`config.mk`:
```
export PLATFORM = sky130hd
export DESIGN_NAME = stm32h7_pssi_8bus_tx
export DESIGN_NICKNAME = d
export VERILOG_FILES = /design/src/rtl/stm32h7_pssi_8bus_tx.sv
export SDC_FILE = /design/constraint.sdc
export NUM_CORES = 1
export LEC_CHECK = 0
export CORE_MARGIN = 2
export CORE_UTILIZATION = 25
export DETAILED_ROUTE_END_ITERATION = 16
export PLACE_DENSITY_LB_ADDON = 0.2
export SKIP_CTS_REPAIR_TIMING = 1
export SLEW_MARGIN = 20
export SYNTH_ARGS = -nofsm -noshare
export SYNTH_HDL_FRONTEND = slang
export SYNTH_SLANG_ARGS = --single-unit
```
`constraint.sdc`:
```
create_clock -name clk_i -period 7.3 [get_ports clk_i]
set_input_delay 1.46 -clock clk_i [delete_from_list [all_inputs] [get_ports clk_i]]
set_output_delay 1.46 -clock clk_i [all_outputs]
set_load 0.03 [all_outputs]
```
`src/rtl/stm32h7_pssi_8bus_tx.sv`:
```
`default_nettype none
// ============================================================================
// Module   : stm32h7_pssi_8bus_tx
// Purpose  : FPGA-side PSSI transmitter. Buffers 32-bit words in a small FIFO
//            and serialises them MSB-first onto an 8-bit PSSI bus, together
//            with a free-running PSSI clock and an active-low data enable.
//            Bus updates happen only on the falling PSSI clock edge, so data
//            and DE are stable around every rising edge, where the MCU samples.
// Revision : 1.0 - initial release
// ----------------------------------------------------------------------------
// Parameters
//   CLK_DIV      clk_i cycles per PSSI clock period (even, >= 2)
//   FIFO_AW      FIFO address width, depth = 2**FIFO_AW words
// Ports
//   clk_i        system clock
//   rst_n_i      asynchronous active-low reset
//   s_data_i     word to transmit
//   s_valid_i    s_data_i valid
//   s_ready_o    FIFO can accept a word this cycle
//   test_mode_i  (PSSI_TX_TESTPAT_EN only) send incrementing counter words
//   pssi_clk_o   PSSI clock to the MCU, 50 % duty cycle
//   pssi_de_o    data enable, active low
//   pssi_data_o  PSSI data byte
//   fifo_level_o words currently stored in the FIFO
//   tx_busy_o    high while a word is being shifted out
// Optional feature macro: PSSI_TX_TESTPAT_EN
// ============================================================================
module stm32h7_pssi_8bus_tx #(
   parameter int CLK_DIV = 4,
   parameter int FIFO_AW = 3
) (
   input  logic                 clk_i,
   input  logic                 rst_n_i,
   input  logic [31:0]          s_data_i,
   input  logic                 s_valid_i,
   output logic                 s_ready_o,
`ifdef PSSI_TX_TESTPAT_EN
   input  logic                 test_mode_i,
`endif
   output logic                 pssi_clk_o,
   output logic                 pssi_de_o,
   output logic [7:0]           pssi_data_o,
   output logic [FIFO_AW:0]     fifo_level_o,
   output logic                 tx_busy_o
);

   localparam int c_DEPTH = 2 ** FIFO_AW;
   localparam int c_DW    = (CLK_DIV > 2) ? $clog2(CLK_DIV) : 1;

   localparam logic [c_DW-1:0]    c_DIV_LAST = c_DW'(CLK_DIV - 1);
   localparam logic [c_DW-1:0]    c_DIV_HALF = c_DW'(CLK_DIV / 2);
   localparam logic [c_DW-1:0]    c_DIV_ONE  = c_DW'(1);
   localparam logic [FIFO_AW-1:0] c_PTR_ONE  = FIFO_AW'(1);
   localparam logic [FIFO_AW:0]   c_LVL_ONE  = (FIFO_AW + 1)'(1);
   localparam logic [FIFO_AW:0]   c_LVL_FULL = (FIFO_AW + 1)'(c_DEPTH);

   typedef enum logic [2:0] {
      ST_IDLE = 3'd0,
      ST_B3   = 3'd1,
      ST_B2   = 3'd2,
      ST_B1   = 3'd3,
      ST_B0   = 3'd4
   } state_t;

   // ------------------------------------------------------------------------
   // PSSI clock divider
   // ------------------------------------------------------------------------
   logic [c_DW-1:0] r_div_cnt;
   logic [c_DW-1:0] w_div_nxt;
   logic            r_pssi_clk;
   logic            w_fall_tick;

   // The cycle whose closing edge wraps the counter is the one where the
   // registered PSSI clock drops from 1 to 0.
   assign w_fall_tick = (r_div_cnt == c_DIV_LAST);
   assign w_div_nxt   = w_fall_tick ? '0 : (r_div_cnt + c_DIV_ONE);

   // pssi_clk is registered from the next count, so it always equals
   // (r_div_cnt >= CLK_DIV/2) without a combinational output path.
   always_ff @(posedge clk_i or negedge rst_n_i) begin
      if (!rst_n_i) begin
         r_div_cnt  <= '0;
         r_pssi_clk <= 1'b0;
      end else begin
         r_div_cnt  <= w_div_nxt;
         r_pssi_clk <= (w_div_nxt >= c_DIV_HALF);
      end
   end

   // ------------------------------------------------------------------------
   // Word FIFO
   // ------------------------------------------------------------------------
   logic [31:0]        r_mem [c_DEPTH];
   logic [FIFO_AW-1:0] r_wr_ptr;
   logic [FIFO_AW-1:0] r_rd_ptr;
   logic [FIFO_AW:0]   r_level;
   logic               w_wr;
   logic               w_pop;
   logic               w_empty;

   // Ready comes from the registered level only, so a pop in the same cycle
   // never opens a slot when full. Gating with the reset keeps it low while
   // reset is asserted and high right after release.
   assign s_ready_o = rst_n_i & (r_level < c_LVL_FULL);
   assign w_wr      = s_valid_i & s_ready_o;
   assign w_empty   = (r_level == '0);

   always_ff @(posedge clk_i) begin
      if (w_wr) begin
         r_mem[r_wr_ptr] <= s_data_i;
      end
   end

   always_ff @(posedge clk_i or negedge rst_n_i) begin
      if (!rst_n_i) begin
         r_wr_ptr <= '0;
         r_rd_ptr <= '0;
         r_level  <= '0;
      end else begin
         if (w_wr) begin
            r_wr_ptr <= r_wr_ptr + c_PTR_ONE;
         end
         if (w_pop) begin
            r_rd_ptr <= r_rd_ptr + c_PTR_ONE;
         end
         case ({w_wr, w_pop})
            2'b10:   r_level <= r_level + c_LVL_ONE;
            2'b01:   r_level <= r_level - c_LVL_ONE;
            default: r_level <= r_level;
         endcase
      end
   end

   // ------------------------------------------------------------------------
   // Word source: FIFO head, or the test counter when enabled
   // ------------------------------------------------------------------------
   logic        w_load;
   logic        w_src_avail;
   logic [31:0] w_src_word;

`ifdef PSSI_TX_TESTPAT_EN
   logic [31:0] r_pat;

   // test_mode_i is only looked at when a new word is being chosen (w_load
   // happens in IDLE or at the B0 boundary), so words never mix sources.
   assign w_src_avail = test_mode_i | ~w_empty;
   assign w_src_word  = test_mode_i ? r_pat : r_mem[r_rd_ptr];
   assign w_pop       = w_load & ~test_mode_i;

   always_ff @(posedge clk_i or negedge rst_n_i) begin
      if (!rst_n_i) begin
         r_pat <= '0;
      end else if (w_load && test_mode_i) begin
         r_pat <= r_pat + 32'd1;
      end
   end
`else
   assign w_src_avail = ~w_empty;
   assign w_src_word  = r_mem[r_rd_ptr];
   assign w_pop       = w_load;
`endif

   // ------------------------------------------------------------------------
   // Byte serialiser FSM
   // ------------------------------------------------------------------------
   state_t      r_state;
   state_t      w_state_nxt;
   logic        r_de;
   logic        w_de_nxt;
   logic [7:0]  r_data;
   logic [7:0]  w_data_nxt;
   // Only the three bytes still to be sent are kept; the top byte goes
   // straight from the source onto the bus when the word is loaded.
   logic [23:0] r_rest;
   logic [23:0] w_rest_nxt;

   always_ff @(posedge clk_i or negedge rst_n_i) begin
      if (!rst_n_i) begin
         r_state <= ST_IDLE;
         r_de    <= 1'b1;
         r_data  <= '0;
         r_rest  <= '0;
      end else begin
         r_state <= w_state_nxt;
         r_de    <= w_de_nxt;
         r_data  <= w_data_nxt;
         r_rest  <= w_rest_nxt;
      end
   end

   always_comb begin
      w_state_nxt = r_state;
      w_de_nxt    = r_de;
      w_data_nxt  = r_data;
      w_rest_nxt  = r_rest;
      w_load      = 1'b0;
      if (w_fall_tick) begin
         case (r_state)
            ST_IDLE, ST_B0: begin
               if (w_src_avail) begin
                  w_load      = 1'b1;
                  w_data_nxt  = w_src_word[31:24];
                  w_rest_nxt  = w_src_word[23:0];
                  w_de_nxt    = 1'b0;
                  w_state_nxt = ST_B3;
               end else begin
                  // Data byte is left as-is; only DE marks the bus idle.
                  w_de_nxt    = 1'b1;
                  w_state_nxt = ST_IDLE;
               end
            end
            ST_B3: begin
               w_data_nxt  = r_rest[23:16];
               w_state_nxt = ST_B2;
            end
            ST_B2: begin
               w_data_nxt  = r_rest[15:8];
               w_state_nxt = ST_B1;
            end
            ST_B1: begin
               w_data_nxt  = r_rest[7:0];
               w_state_nxt = ST_B0;
            end
            default: begin
               w_de_nxt    = 1'b1;
               w_state_nxt = ST_IDLE;
            end
         endcase
      end
   end

   assign pssi_clk_o   = r_pssi_clk;
   assign pssi_de_o    = r_de;
   assign pssi_data_o  = r_data;
   assign fifo_level_o = r_level;
   assign tx_busy_o    = (r_state != ST_IDLE);

endmodule
`default_nettype wire
```
**Yosys cells after proc, flatten, opt, wreduce, memory -nomap -nowiden**

Memories as Yosys holds them, arrays and structs flattened.
Index checks and enable logic that the tools add are counted.

- Bitwise operators: 4
- Reductions and logical operators: 10
- Add/sub/neg operators: 5
- $lt $le $gt $ge: 2
- Multiplexer cells: 13
- Equality and inequality tests: 8

Operator list:

| kind | count |
|---|---|
| $pmux 8 s4 | 1 |
| $pmux 3 s4 | 1 |
| $mux 8 | 1 |
| $pmux 4 s2 | 1 |
| $mux 1 | 7 |
| $add 3x1->3 const B | 2 |
| $eq 3x2->1 const B | 2 |
| $reduce_and 3->1 | 2 |
| $add 4x1->4 const B | 1 |
| $eq 2x2->1 const B | 2 |
| $logic_not 4->1 | 1 |
| $lt 4x4->1 const B | 1 |
| $reduce_bool 4->1 | 1 |
| $sub 4x1->4 const B | 1 |
| $eq 3x1->1 const B | 1 |
| $eq 3x3->1 const B | 1 |
| $logic_not 3->1 | 1 |
| $reduce_bool 3->1 | 1 |
| $reduce_or 3->1 | 1 |
| $add 2x1->2 const B | 1 |
| $and 1x1->1 | 2 |
| $eq 2x1->1 const B | 1 |
| $ge 2x2->1 const B | 1 |
| $mux 2 | 1 |
| 6 further kinds | 7 |

- Bits in writable memories: 256
- Bits in registers: 49
- Logic and storage cells: 52
- Memories: 1
- Bits of input ports: 35

Memories:

| name | depth | width | read ports | clocked after memory_dff | write ports | line | RTL |
|---|---|---|---|---|---|---|---|
| r_mem | 8 | 32 | 1 | 0 | 1 | 93 | `logic [31:0] r_mem [c_DEPTH];` |

**Longest topological paths before layout**

Gate-level depths: netlist (run 1).

- Depth after elaboration: 6
- Gate-level depth with buffers: 11
- Mapped depth without buffers: 10

**Worst setup path before layout (run 1)**

Ideal clock, no wire load.

- Kind: input to register
- From: in rst_n_i
- To: mem r_mem[0][0], enable pin
- Buffers on the path: 0
- Stages on the path: 4
- Arrival: 4.566 ns
- Required time: 6.839 ns
- Setup slack: 2.273 ns
- Path through: nor2b_1 and2_1 nand2b_1 nor3_1

- Word-level cells in the longest chain between the ends: 4

Ends and longest elaborated chain:

| element | line | RTL |
|---|---|---|
| from (decl) | 33 | `input logic rst_n_i,` |
| $and 1x1->1 | 104 | `assign s_ready_o = rst_n_i & (r_level < c_LVL_FULL);` |
| $and 1x1->1 | 105 | `assign w_wr = s_valid_i & s_ready_o;` |
| $mux 1 | 109 | `if (w_wr) begin` |
| $mux 1 (implied by the code) | 110 | `r_mem[r_wr_ptr] <= s_data_i;` |
| to (decl) | 93 |  |

No other way between the ends.

**Worst setup path in the final report (run 1)**

- From: in rst_n_i
- To: out s_ready_o

- Word-level cells in the longest chain between the ends: 1

Ends and longest elaborated chain:

| element | line | RTL |
|---|---|---|
| $and 1x1->1 | 104 |  |
| to (decl) | 36 | `output logic s_ready_o,` |

No other way between the ends.

==> key figures, run 1 <==
Run status
  – Status: finished clean

Clock network
  – CTS tree: done
  – CTS Sinks: ~300
  – # H-tree levels: 2
  – Skew-Pair Late Insertion Delay: 510 ps
  – CTS Root Cell: clkbuf_16
  – TritonCTS buffer count: 35
  – Clock slew at reported path FFs: 60 ps
  – Clock Tree Buf Depth: 3

Yosys
  – Mapped Cells: 583
  – Register area share after synthesis: 75.6%
  – Synth area leaders: edfxtp_1, mux4_2, dfrtp_1, mux2i_1, nand2_1
  – Cell variety after synth: 38
  – Synth top area share: 65.4%
  – Syn. warnings: 0
  – Post-Syn Area: 0.0118 sq mm
  – Mean Syn Cell Area: 20.2 sq um
  – Syn_nets: 624
  – Synth area leader: edfxtp_1
  – Synthesis-stage register bit count: 304

GRT
  – Number of global-route vias before repair: 5957
  – Largest net degree at the start of global routing: 67
  – Total GRT Usage: 10.3%
  – Global route overflow: 0
  – First-pass GRT wire length: 37600 um
  – Antenna violations before repair: 0

Placement
  – Final HPWL DP: around 14000 um
  – Routability Congestion: 0.720
  – Port Buffers: 50

Cells and area
  – Inserted Diodes: 0
  – Fillcell total: 4496
  – Register area: 0.00890 sq mm
  – Nets: slightly below 700
  – Multi-input gate area: about 0.0028 sq mm
  – Post-layout util: 30.5%
  – Syn-to-layout area delta: 20.6%
  – Share of layout cells above drive strength 1: around 21%

Worst setup path
  – Critical Path RT: between 5000 and 6000 ps
  – Setup CP Type: in2out
  – Type of element capturing the critical path: output pin
  – Critical-path top delay cell: clkdlybuf4s50_1
  – CP cell instances: buf_2 -> buf_4 -> nor2b_1 -> clkdlybuf4s50_1
  – Critical Path Max Stage Delay: 690 ps
  – WP data arrival: between 2000 and 3000 ps
  – Crit start category: input port
  – CP Max Fanout: 49

STA
  – Clock Skew: between 10 and 15 ps
  – Fin. max-slew vios: 0
  – Unrepaired setup endpoints after global routing: no
  – Fin crit period: 4440 ps
  – Slew at the pin closest to its max-slew limit: between 1000 and 1500 ps
  – Slew headroom: slightly below 30%
  – Final setup violation count: 0
  – Endpoints failing hold: 0
  – Fmax: 0.225 GHz
  – Final Cycle Share: between 60% and 70%
  – Setup_tns: 0 ps

Min path
  – HP Class: reg2reg

Die
  – Die area: 0.0488 sq mm
  – Num rows: 79
  – Die Width: 221 um
  – Core ar.: 0.0465 sq mm
  – IO Pins: 51
  – Die Span Y: 221 um
  – Initial core utilization: approximately a quarter

Route
  – Avg WL per Cell: a little under 20 um
  – Routed vias: roughly 5600
  – TritonRoute pass-1 iters: 4
  – WL final: around 25000 um
  – DRT iter0 DRCs: around 440
  – Vias per cell: about 4.3
  – DRC: 0
  – Antenna Nets Post-Route: 0

Power
  – Leak Pwr: 4.62 nW
  – Worst vdd ir: roughly 190 uV
  – Tot Pwr: 0.00527 W
  – P per Cell Area: 372 mW/mm^2

Run
  – Max-cap violations: 0
==> cells in the final DEF (no fill, tap or decap), types with 3 or more instances in the layout <==
| cell type | n |
|---|---|
| o21ai_1 | 9 |
| clkbuf_16 | 36 |
| ha_1 | 6 |
| inv_6 | 3 |
| clkbuf_1 | 13 |
| bufinv_16 | 3 |
| edfxtp_1 | 256 |
| xnor2_1 | 4 |
| clkdlybuf4s50_1 | 49 |
| nand2b_1 | 4 |
| buf_4 | 12 |
| xor2_1 | 4 |
| nand2_1 | 39 |
| clkbuf_8 | 3 |
| a22oi_1 | 7 |
| dfrtp_1 | 44 |
| inv_1 | 4 |
| a21oi_1 | 4 |
| mux4_2 | 64 |
| nor2_1 | 3 |
| mux2i_1 | 40 |
| o2bb2ai_1 | 8 |
| o21ai_0 | 29 |
| nor2_4 | 6 |
==> per-stage QoR <==
step | hold WS, ps | worst slack, ps | cells | area, sq um
after floorplan | 401 | 2270 | 583 | 11800
after global placement | 416 | 2860 | 1223 | 13000
after detailed placement | 437 | 2790 | 1223 | 13000
after CTS | 448 | 2790 | 1287 | 14200
after global routing | 458 | 2700 | 1287 | 14200
final | 444 | 2860 | 1287 | 14200
==> kinds of logic (layout without fill, tap and decap cells) <==
kind of cell             Yosys count  in the layout  share of synthesized area, %
XOR/XNOR                           8              8                         0.596
multiplexers                     105            105                          15.8
buffers and inverters             34            131                          1.40
AND/OR/NAND/NOR                   64             64                          2.48
AO/OA/AOI/OAI                     62             62                          3.50
adder cells (fa/ha/maj)            6              6                         0.639
flip-flops                       304            304                          75.6
==> final cells by class <==
cell class / instances / area share, %
Clock buffer: 52 / 6.99
Clock inverter: 12 / 1.17
Inverter: 5 / 0.132
Multi-Input combinational cell: 245 / 19.4
Sequential cell: 304 / 62.8
Tap cell: 607 / 5.36
Timing Repair Buffer: 62 / 4.13
==> critical path, delay by kind of cell <==
family	cells	cell delay, ps
AND/OR/NAND/NOR	1	250
buffers and inverters	3	1260
==> Yosys cell counts (all sizes together) <==
cell     number
a211o         1
a21oi         4
a22oi         8
and2          1
buf          22
clkbuf        7
clkinv        1
dfrtp        47
dfstp         1
edfxtp      256
ha            6
inv           4
mux2          1
mux2i        40
mux4         64
nand2        39
nand2b        4
nand3         2
nand3b        1
nand4         1
nor2          9
nor2b         2
nor3          2
nor3b         1
nor4bb        1
o2111ai       1
o21ai        38
o2bb2ai       8
o311a         1
o311ai        1
or4           1
xnor2         4
xor2          4
==> state kept, by name (all words and copies together), names as in the netlist <==
signal	cells
r_state	3
pssi_data_o	8
r_wr_ptr	3
pssi_de_o	1
r_mem	256
r_rest	24
fifo_level_o	4
r_rd_ptr	3
r_div_cnt	2
==> power breakdown <==
part | internal, W | switching, W | leakage [nW]
combinational | 0.000599 | 0.000680 | 1.18
clock | 0.00106 | 0.000661 | 0.553
sequential | 0.00209 | 0.000186 | 2.89
==> layer usage <==
layer	vias to the layer above	track usage [%]	wire [um]	share of wire (%)
li1	2500	-	-	-
met1	2932	13.1	10800	44
met2	95	17.6	12400	50
met3	36	2.31	1020	4.1
met4	0	2.94	531	2.1
met5	-	0	0	0
==> path summary, 6_finish.rpt <==
path,start,cells after the start,end,slack (ps)
min reg2reg,r_div_cnt[0],1,r_div_cnt[0],440
max in group asynchronous,rst_n_i,2,r_rd_ptr[0],5750
max,rst_n_i,4,s_ready_o,2860
min,r_div_cnt[0],1,r_div_cnt[0],440
max reg2reg,r_state[1],10,fifo_level_o[2],3790
min in group asynchronous,rst_n_i,2,fifo_level_o[0],1040
No activity file was read; power rests on OpenSTA's default activity.
==> inputs of run 2 (changes only) <==
Clock period 7.3 ns to 4.3 ns, I/O delays scaled along.
==> run 2 against run 1 <==
  * Clock power rose by 59%
  * Cell count grew 0.39%
  * Global-route usage is 0.43 points higher
  * Die area did not move
  * Sequential power is 76% higher
  * Clock skew up 7.5 ps
  * Design area hardly changed
  * Setup slack got worse by 1800 ps
  * Total power grew 68%
  * Register-to-register slack worse by 2100 ps
  * Core utilization barely moved
  * Clock-buffer cell count shrank 4
  * Largest cell class unchanged
==> key figures, run 2 (synthesis results as in run 1) <==
Clock network
  – CTS tree: done
  – Skew-Pair Late Insertion Delay: 520 ps (about the same)
  – CTS Sinks: 304 (unchanged)
  – Clock slew at reported path FFs: 60 ps (about the same)
  – TritonCTS buffer count: 35 (unchanged)
  – CTS Root Cell: clkbuf_16
  – # H-tree levels: 2 (unchanged)
  – Clock Tree Buf Depth: 3 (unchanged)

Run status
  – Status: finished clean

Placement
  – DP Area: 0.0131 sq mm (+0.63%)
  – Port Buffers: 50 (unchanged)
  – Routability Congestion: 0.727 (+0.93%)
  – Final HPWL DP: 15900 um (+10%)

Route
  – DRT iter0 DRCs: 459 (+4.8%)
  – WL final: 26200 um (+5.7%)
  – Antenna Nets Post-Route: 0 (unchanged)
  – Routed vias: 5678 (+2.1%)
  – Avg WL per Cell: 20.3 um (+5.3%)
  – TritonRoute pass-1 iters: 4 (unchanged)
  – Vias per cell: 4.39 (+1.7%)
  – DRC: 0 (unchanged)

Worst setup path
  – R2R Path Start: r_state[1]
  – Critical Path Max Stage Delay: 880 ps (+190 ps)
  – Critical path depth: 3 (-1)
  – Crit start category: flop
  – CP Buf/Inv Count: 1 (-2)
  – R2r endpoint: fifo_level_o[2]
  – Critical Path RT: 3440 ps (-2400 ps)
  – Critical Path Start: r_state[1]
  – Register-to-Register Path Depth: 10 (unchanged)
  – Critical path's top delay family: flip-flops
  – WP data arrival: 2330 ps (-650 ps)
  – CP Max Fanout: 18 (-63%)
  – Critical-path top delay cell: dfrtp_1
  – Setup CP Type: reg2out
  – Reg-to-reg slack, setup: 1730 ps (-2060 ps)
  – CP endpoint: tx_busy_o
  – CP cell instances: nor2_1 -> nand2_1 -> clkdlybuf4s50_1
  – Type of element capturing the critical path: output pin

Cells and area
  – Biggest register: r_mem
  – Nets: 700 (+0.86%)
  – Commonest non-fill, non-tap cell in the layout: edfxtp_1
  – Number of flip-flops in the largest register: 256 (unchanged)
  – Most frequent cells in the layout: edfxtp_1, mux4_2, clkdlybuf4s50_1, dfrtp_1, mux2i_1
  – Fillcell total: 4511 (+0.33%)
  – Post-route cell area: 0.0142 sq mm (about the same)
  – Inserted Diodes: 0 (unchanged)
  – Share of layout cells above drive strength 1: 21.6% (+0.14 points)
  – Syn-to-layout area delta: 20.5% (about the same)

GRT
  – Total GRT Usage: 10.7% (+0.43 points)
  – Antenna violations before repair: 0 (unchanged)
  – Largest net degree at the start of global routing: 59 (-12%)
  – First-pass GRT wire length: 39600 um (+5.2%)
  – Global route overflow: 0 (unchanged)
  – Number of global-route vias before repair: 6066 (+1.8%)

Min path
  – Worst Hold Launch: r_div_cnt[0]
  – HP Class: reg2reg
  – Hold path cells: 1 (unchanged)

Die
  – Core ar.: 0.0465 sq mm (unchanged)
  – Die area: 0.0488 sq mm (unchanged)
  – Num rows: 79 (unchanged)
  – Die Span Y: 221 um (unchanged)
  – Die Width: 221 um (unchanged)
  – Initial core utilization: 25.3% (unchanged)
  – IO Pins: 51 (unchanged)

STA
  – Fmax: 0.313 GHz
  – Fin crit period: between 3000 and 4000 ps
  – Final Cycle Share: between 70 and 80%
  – Slew headroom: 38.7% (+9.2 points)
  – Unrepaired setup endpoints after global routing: no
  – Final setup violation count: 0 (unchanged)
  – Clock Skew: 19.3 ps (+7.50 ps)
  – Fin. max-slew vios: 0 (unchanged)
  – Endpoints failing hold: 0 (unchanged)
  – Slew at the pin closest to its max-slew limit: 919 ps (-137 ps)
  – Setup_tns: 0 ps (unchanged)

Power
  – P per Cell Area: 626 mW/mm^2 (+68%)
  – Worst vdd ir: 292 uV (+57%)
  – Tot Pwr: 0.00887 W (+68%)
  – Leak Pwr: 4.63 nW (+0.18%)

Run
  – Max-cap violations: 0 (unchanged)
-- run 2: final cells by class --
type | count | area [sq um] | share of cell area (%)
Multi-Input combinational cell | 245 | 2770 | 19.5
Clock inverter | 15 | 111 | 0.786
Timing Repair Buffer | 68 | 656 | 4.63
Sequential cell | 304 | 8900 | 62.8
Clock buffer | 48 | 956 | 6.75
Inverter | 5 | 18.8 | 0.132
Tap cell | 607 | 759 | 5.36
-- run 2: power breakdown --
group | switching [W] | total (W) | internal (W)
sequential | 0.000470 | 0.00402 | 0.00355
clock | 0.00112 | 0.00274 | 0.00162
combinational | 0.00106 | 0.00211 | 0.00105
-- run 2: per-stage QoR --
step                      utilization [%]  hold slack [ps]  worst slack [ps]  std cells
after CTS                            30.5              426              1080       1292
after floorplan                         -              401               744        583
after global placement               28.2              418              1220       1229
after global routing                 30.5              469              1010       1292
after detailed placement             28.2              419              1150       1229
final                                30.5              429              1110       1292
-- run 2: worst min path at each step --
stage,slack [ps],to
floorplan,400,r_div_cnt[0]
global placement,420,r_div_cnt[0]
detailed placement,420,r_div_cnt[0]
CTS,430,r_div_cnt[0]
global route,470,r_div_cnt[0]
finish,430,r_div_cnt[0]
-- run 2: layer usage --
metal	vias to the layer above	share of wire, %	GRT usage (%)
met1	3035	47	14.9
li1	2507	-	-
met4	0	1.8	2.71
met2	101	48	17.4
met3	35	3.6	1.86
met5	-	0	0
-- run 2: worst register-to-register path, delay by kind of cell (launching register included) --
family                     cells  cell delay, ps
and+or+nand+nor                3             360
AOI/OAI and AO/OA              1             140
xor gates and xnor gates       3             470
DFF                            1             880
adders and majority gates      2             460
buffers and inverters          1             120
